`config.mk`:
```
export PLATFORM = sky130hd
export DESIGN_NAME = multicycle_ctrl
export DESIGN_NICKNAME = d
export VERILOG_FILES = /design/src/rtl/multicycle_ctrl.sv
export SDC_FILE = /design/constraint.sdc
export NUM_CORES = 1
export LEC_CHECK = 0
export CAP_MARGIN = 25
export CORE_ASPECT_RATIO = 0.75
export CORE_UTILIZATION = 46
export DETAILED_ROUTE_END_ITERATION = 10
export HOLD_SLACK_MARGIN = 0.02
export PLACE_DENSITY_LB_ADDON = 0.08
export SLEW_MARGIN = 20
export SYNTH_ARGS = -nofsm -noshare
export SYNTH_HDL_FRONTEND = slang
export SYNTH_SLANG_ARGS = --single-unit
```
`constraint.sdc`:
```
create_clock -name clk -period 2.7 [get_ports clk]
set_clock_uncertainty 0.15 [all_clocks]
set_input_delay 0.675 -clock clk [delete_from_list [all_inputs] [get_ports clk]]
set_output_delay 0.675 -clock clk [all_outputs]
set_load 0.005 [all_outputs]
```
`src/rtl/multicycle_ctrl.sv`:
```
// Multi-cycle control unit for the reduced RISC-V core: fetch handshake, decode,
// ALU/memory sequencing, branch resolution from the ALU inequality flag, retire counting.
module multicycle_ctrl #(
  parameter int unsigned DATA_WIDTH = 32
) (
  input  logic                  clk,
  input  logic                  rst,
  input  logic [DATA_WIDTH-1:0] instr,
  input  logic                  instr_valid,
  input  logic                  EQ,
  input  logic                  mem_ack,
  output logic                  instr_req,
  output logic                  IRwrite,
  output logic [2:0]            ALUctrl,
  output logic                  ALUsrc,
  output logic [1:0]            ImmSrc,
  output logic                  mem_req,
  output logic                  mem_we,
  output logic                  ResultSrc,
  output logic                  RegWrite,
  output logic                  PCwrite,
  output logic                  PCsrc,
  output logic                  illegal,
  output logic [DATA_WIDTH-1:0] instret
);

  localparam int unsigned OPC_W = 7;
  localparam int unsigned F3_W  = 3;

  localparam logic [OPC_W-1:0] OPC_OP     = 7'b0110011;
  localparam logic [OPC_W-1:0] OPC_OPIMM  = 7'b0010011;
  localparam logic [OPC_W-1:0] OPC_LOAD   = 7'b0000011;
  localparam logic [OPC_W-1:0] OPC_STORE  = 7'b0100011;
  localparam logic [OPC_W-1:0] OPC_BRANCH = 7'b1100011;

  localparam logic [F3_W-1:0] F3_ADD = 3'b000;
  localparam logic [F3_W-1:0] F3_SLT = 3'b010;
  localparam logic [F3_W-1:0] F3_OR  = 3'b110;
  localparam logic [F3_W-1:0] F3_AND = 3'b111;
  localparam logic [F3_W-1:0] F3_W32 = 3'b010;
  localparam logic [F3_W-1:0] F3_BEQ = 3'b000;
  localparam logic [F3_W-1:0] F3_BNE = 3'b001;

  localparam logic [2:0] ALU_ADD = 3'b000;
  localparam logic [2:0] ALU_SUB = 3'b001;
  localparam logic [2:0] ALU_AND = 3'b010;
  localparam logic [2:0] ALU_OR  = 3'b011;
  localparam logic [2:0] ALU_SLT = 3'b101;

  localparam logic [1:0] IMM_I = 2'b00;
  localparam logic [1:0] IMM_S = 2'b01;
  localparam logic [1:0] IMM_B = 2'b10;

  typedef enum logic [2:0] {
    IDLE, FETCH, DECODE, EXECUTE, MEM, WB, HALT
  } state_t;

  // Only the decode fields of the instruction are kept; operands live in the datapath IR.
  typedef struct packed {
    logic              f7b5;
    logic [F3_W-1:0]   funct3;
    logic [OPC_W-1:0]  opcode;
  } ir_t;

  state_t     state, state_n;
  ir_t        ir_q;
  logic       legal_c, is_load_c, is_store_c, is_branch_c;
  logic [2:0] alu_op_c;
  logic       alu_src_c;
  logic [1:0] imm_src_c;
  logic       set_illegal_c, retire_c;
  logic       unused_instr;

  assign unused_instr = ^instr;

  function automatic logic [2:0] f3_to_alu(input logic [F3_W-1:0] f3, input logic sub);
    case (f3)
      F3_ADD:  return sub ? ALU_SUB : ALU_ADD;
      F3_AND:  return ALU_AND;
      F3_OR:   return ALU_OR;
      F3_SLT:  return ALU_SLT;
      default: return ALU_ADD;
    endcase
  endfunction

  // Instruction decode from the latched IR fields
  always_comb begin
    legal_c   = 1'b0;
    alu_op_c  = ALU_ADD;
    alu_src_c = 1'b1;
    imm_src_c = IMM_I;
    case (ir_q.opcode)
      OPC_OP: begin
        legal_c   = ir_q.funct3 inside {F3_ADD, F3_AND, F3_OR, F3_SLT};
        alu_op_c  = f3_to_alu(ir_q.funct3, ir_q.f7b5);
        alu_src_c = 1'b0;
      end
      OPC_OPIMM: begin
        legal_c  = ir_q.funct3 inside {F3_ADD, F3_AND, F3_OR, F3_SLT};
        alu_op_c = f3_to_alu(ir_q.funct3, 1'b0);
      end
      OPC_LOAD:  legal_c = (ir_q.funct3 == F3_W32);
      OPC_STORE: begin
        legal_c   = (ir_q.funct3 == F3_W32);
        imm_src_c = IMM_S;
      end
      OPC_BRANCH: begin
        legal_c   = ir_q.funct3 inside {F3_BEQ, F3_BNE};
        alu_op_c  = ALU_SUB;
        alu_src_c = 1'b0;
        imm_src_c = IMM_B;
      end
      default: legal_c = 1'b0;
    endcase
  end

  assign is_load_c   = (ir_q.opcode == OPC_LOAD);
  assign is_store_c  = (ir_q.opcode == OPC_STORE);
  assign is_branch_c = (ir_q.opcode == OPC_BRANCH);

  // Next state and control outputs
  always_comb begin
    state_n       = state;
    instr_req     = 1'b0;
    IRwrite       = 1'b0;
    ALUctrl       = ALU_ADD;
    ALUsrc        = 1'b0;
    ImmSrc        = IMM_I;
    mem_req       = 1'b0;
    mem_we        = 1'b0;
    ResultSrc     = 1'b0;
    RegWrite      = 1'b0;
    PCwrite       = 1'b0;
    PCsrc         = 1'b0;
    set_illegal_c = 1'b0;
    retire_c      = 1'b0;
    case (state)
      IDLE: state_n = FETCH;
      FETCH: begin
        instr_req = 1'b1;
        if (instr_valid) begin
          IRwrite = 1'b1;
          state_n = DECODE;
        end
      end
      DECODE: begin
        set_illegal_c = !legal_c;
        state_n       = legal_c ? EXECUTE : HALT;
      end
      EXECUTE: begin
        ALUctrl = alu_op_c;
        ALUsrc  = alu_src_c;
        ImmSrc  = imm_src_c;
        if (is_load_c || is_store_c) begin
          state_n = MEM;
        end else if (is_branch_c) begin
          // EQ is high when operands differ: bne takes on EQ, beq on !EQ
          PCwrite  = 1'b1;
          PCsrc    = (ir_q.funct3 == F3_BNE) ? EQ : !EQ;
          retire_c = 1'b1;
          state_n  = FETCH;
        end else begin
          state_n = WB;
        end
      end
      MEM: begin
        mem_req = 1'b1;
        mem_we  = is_store_c;
        ALUctrl = alu_op_c;
        ALUsrc  = alu_src_c;
        ImmSrc  = imm_src_c;
        if (mem_ack) begin
          if (is_store_c) begin
            PCwrite  = 1'b1;
            retire_c = 1'b1;
            state_n  = FETCH;
          end else begin
            state_n = WB;
          end
        end
      end
      WB: begin
        RegWrite  = 1'b1;
        ResultSrc = is_load_c;
        PCwrite   = 1'b1;
        retire_c  = 1'b1;
        state_n   = FETCH;
      end
      HALT:    state_n = HALT;
      default: state_n = IDLE;
    endcase
  end

  // State, IR fields, sticky illegal flag and retire counter
  always_ff @(posedge clk or negedge rst) begin
    if (!rst) begin
      state   <= IDLE;
      ir_q    <= '0;
      illegal <= 1'b0;
      instret <= '0;
    end else begin
      state <= state_n;
      if (IRwrite) ir_q <= ir_t'{f7b5: instr[30], funct3: instr[14:12], opcode: instr[6:0]};
      if (set_illegal_c) illegal <= 1'b1;
      if (retire_c) instret <= instret + DATA_WIDTH'(1);
    end
  end

endmodule

```
======== Word-level counts from Yosys, hierarchy flattened ========
Index checks and enable logic that the tools add are counted.
cells by class
  eq/ne operators ......................... 17
  reduce and logical (&&, ||, !) cells .... 13
  muxes and demuxes ....................... 34
  add/sub/neg operators ................... 1
operator list
  kind                   count
  $add 32x1->32 const B  1
  $mux 3                 7
  $mux 1                 19
  $pmux 3 s3             2
  $pmux 3 s6             1
  $eq 3x3->1 const B     5
  $eq 7x6->1 const B     2
  $pmux 3 s4             1
  $reduce_or 2->1        5
  $eq 3x2->1 const B     3
  $eq 7x2->1 const B     1
  $eq 7x5->1 const B     1
  $eq 7x7->1 const B     1
  $eq 3x1->1 const B     2
  $logic_not 3->1        2
  $pmux 1 s3             2
  $ne 2x2->1 const B     2
  $pmux 2 s2             1
  $reduce_bool 4->1      1
  $logic_not 1->1        2
  $mux 2                 1
  $reduce_and 2->1       1
  $reduce_bool 2->1      1
  $logic_or 1x1->1       1
word-level totals
  output and inout port bits .............. 47
  register bits ........................... 47
  logic and storage cells ................. 71

======== Longest topological paths before layout ========
  depth after elaboration ................. 5
  mapped depth ............................ 7

======== Worst setup path after synthesis ========
OpenSTA, ideal clock, no wires.
  path kind ............................... reg-to-output
  from .................................... reg ir_q[2] in the netlist's numbering
  to ...................................... out PCwrite
  setup slack ............................. 527 ps
  buffers on the path ..................... 0
  stages on the path, launching flop included .. 4
  arrival time ............................ 1348 ps
  path through ............................ dfrtp_1 > nand4bb_4 > or4b_4 > nand3_2
on the way
  longest elaborated chain between the ends .. 4
ends and longest elaborated chain
  what                                RTL line  RTL
  start: declaration                  66        ir_t ir_q;
  start signal: assignment            203       if (IRwrite) ir_q <= ir_t'{f7b5: instr[30], funct3: instr[14:12], opcode: instr[6:0]};
  $eq 7x6->1 (tied with other cells)  118       assign is_store_c = (ir_q.opcode == OPC_STORE);
  $mux 1 (tied with other cells)      173       if (is_store_c) begin
  $mux 1, on equally long branches    172, 154
  $pmux 1 s3 *                        137       case (state)
  end: declaration                    21        output logic PCwrite,
Every way passes the cells marked *; elsewhere a longest branch is shown, timed or not.

======== Worst setup path after layout ========
  from .................................... in instr_valid
  to ...................................... out IRwrite
on the way
  longest elaborated chain between the ends .. 2
ends and longest elaborated chain
  what                RTL line  RTL
  start: declaration  9         input logic instr_valid,
  $mux 1              141       if (instr_valid) begin
  $mux 1              137
  end: declaration    13        output logic IRwrite,
Every way passes these cells.

==> results.md <==
- Outcome: completed
- Tightest Hold Check Type: in -> async
- Crit-path slowest cell: clkdlybuf4s50_1
- Full die area: 0.00566 mm^2
- CP startpoint kind: input pin
- Initial cell density of the core: 49.2%
- Synth cell types: 43
- Layout cell share with drive strength beyond 1: 25.2%
- FFs w/ async S/R, synth: 100%
- Crit-path cells: clkdlybuf4s50_1 -> nand2_2 -> inv_1 -> clkdlybuf4s50_1
- Pwr Density: 721 mW/mm^2
- Worst-path fanout max: 2
- Setup TNS: 0 ps
- Final Power: 2.48 mW
- Ant. Diodes: 0
- Tcrit/Tclk final: 98.3%
- PnR worst setup slack: 44.8 ps
- Worst IR Drop VDD: 504 uV
- Port bufs: 62
- Leak: 1.49 nW
- Max H-tree Level: 2
- Max clock buf depth: 2
- Final setup fails: 0
- # clock sinks: 47
- Overflow left after global routing: 0
- TritonCTS Buffers: 5
- EDFF count, synth: 0
- Hold Fails Final Rpt: 0
- Seq/Total Area, Yosys: 47.7%
- Nets@finish: 339
- Final instance area: 0.00345 mm^2
- Mapped Area: 0.00246 mm^2
- Drt wl/cell: 13.8 um
- Synthesized flop and latch total: 47
- Die span in x: 86.5 um
- Top FF cell, synth: dfrtp_1
- Area grow syn2layout: 39.8%
- Synth Warn #: 0
- Synth cell count leaders: 47 x dfrtp_1, 28 x xnor2_1, 21 x nand2_1
- Kind of critical path: in -> out
- Placement Setup Slack: -191 ps
- Slew Limit Fails: 0
- Slew HR: 61.0%
- Worst EP arrival: 1830 ps
- DR iter-0 viols: 80
- DRC: 0
- Most frequent cell after synthesis: dfrtp_1
- Critical Path End Type: primary output
- Placed Area: 0.00327 mm^2
- Required @ worst endpoint: 1880 ps
- Syn Area/Cell: 11.3 um^2
- Syn nets: 256
- Top cell by count, worst path: clkdlybuf4s50_1
- Row cnt: 22
- Crit path max-delay family: buffers and inverters
- Synth Instances: 218
- Largest area contributor in the netlist: dfrtp_1
- CTS clk-pin slew, worst paths: 80 ps
- Fin util: 68.8%
- Antenna violations before repair: 0
- Worst slew pin tran: 585 ps
- Hpwl dp: 3.76 mm
- DRT Pass-1 Iters: 4
- Unrepaired setup endpoints after global routing: true
- Vias post-DR: 1868
- Vias in the first global route: 1810
- Clk Tree Root Cell: clkbuf_8
- DRT Wirelength: 5.16 mm
- Slowest Stage Delay on Critical Path: 500 ps
- Total GRT Usage: 20.4%
- Peak Freq: 377 MHz
- # fillers: 408
- Routed Antenna Nets: 0
- Final min period: 2660 ps
- Die height: 65.4 um
- RePlAce Congestion: 0.808
- Clock insertion delay at the later pin of the skew report: 290 ps
- Core Box Area: 0.00501 mm^2
- MaxCap Viol Count: 0
- CTS tree: yes
- Via density: 4.99
- First-pass GRT wire length: 8.77 mm
- CP bufs+invs: 3
- Top cell type's share of synthesized area: 47.7%
- I/O pin count: 84
- Area contributors post-synth: dfrtp_1 48%, xnor2_1 9.9%, mux2_2 5.0%
- Largest net degree at the start of global routing: 48
==> layer usage <==
metal	wire length (um)	vias to the layer above	track usage [%]
li1	-	933	-
met3	223	4	4.40
met1	2850	881	31.9
met2	2050	50	28.0
met5	0	-	0
met4	42	0	5.83
==> cells in the final DEF (no fill, tap or decap), types with 4 or more instances in the layout <==
cell / instances
buf_4: 17
clkdlybuf4s50_1: 50
nand3_2: 8
nand3_1: 10
dlygate4sd2_1: 7
mux2_2: 11
dfrtp_1: 44
and2_1: 4
xnor2_1: 28
o21ai_0: 5
inv_1: 6
nand4_1: 9
nand2_1: 19
xor2_1: 4
clkbuf_8: 7
and3_1: 5
nor2_1: 8
and4_1: 4
==> state kept, by name (all words and copies together), names as in the netlist <==
signal,flops
illegal,1
state,3
ir_q,11
instret,32
==> power breakdown <==
group	total [mW]	switching [mW]	internal, mW
sequential	1.03	0.170	0.858
clock	0.459	0.226	0.233
combinational	0.998	0.416	0.582
==> worst reg2reg max path: cells and delay by family (launching register included) <==
family	cells	cell delay, ps
AND/OR/NAND/NOR	3	990
flip-flops	1	380
buffers and inverters	2	330
AO/OA/AOI/OAI	1	190
XOR/XNOR	1	150
==> path summary, 6_finish.rpt <==
path / start / endpoint / slack (ps) / cells past startpoint
worst max-delay path: instr_valid / IRwrite / 40 / 4
worst min-delay path: rst / ir_q[7]$_DFFE_PN0P_ / 310 / 2
worst max register to register: ir_q[2]$_DFFE_PN0P_ / instret[29]$_DFFE_PN0P_ / 430 / 7
worst min register to register: illegal$_DFFE_PN0P_ / illegal$_DFFE_PN0P_ / 320 / 2
max in group asynchronous: rst / state[1]$_DFFE_PN0P_ / 1660 / 2
min in group clk: illegal$_DFFE_PN0P_ / illegal$_DFFE_PN0P_ / 320 / 2
==> through the flow <==
step | hold WS [ps] | instances
5_1_grt | 354 | 374
3_5_place_dp | 313 | 363
2_1_floorplan | 229 | 218
3_3_place_gp | 301 | 363
6_report | 310 | 374
4_1_cts | 323 | 374
==> cells by family (layout without fill, tap and decap cells) <==
kind of cell    after synthesis  count (layout)  share of synthesized area, %
mux                          11              11                          5.03
flops                        47              47                          47.7
buf+inv                      13              97                          3.50
fa+ha+maj                     1               1                         0.508
compound gates               17              17                          5.74
xor+xnor                     33              33                          12.0
simple gates                 96              96                          25.5
==> final cells by class <==
| type | count | area [um^2] | area share (%) |
|---|---|---|---|
| Multi-Input combinational cell | 158 | 1250 | 36.3 |
| Sequential cell | 47 | 1180 | 34.2 |
| Inverter | 6 | 22.5 | 0.653 |
| Clock buffer | 7 | 96.3 | 2.79 |
| Clock inverter | 1 | 7.51 | 0.218 |
| Timing Repair Buffer | 83 | 800 | 23.2 |
| Tap cell | 72 | 90.1 | 2.61 |
==> timing repair <==
action	in CTS	in global routing
pin swaps	2	1
hold buffers	0	0
setup endpoints to repair	11	6
cloned	0	0
setup buffers	3	0
gates resized for setup	19	10
Note: power is estimated with default switching activity, not from simulation.
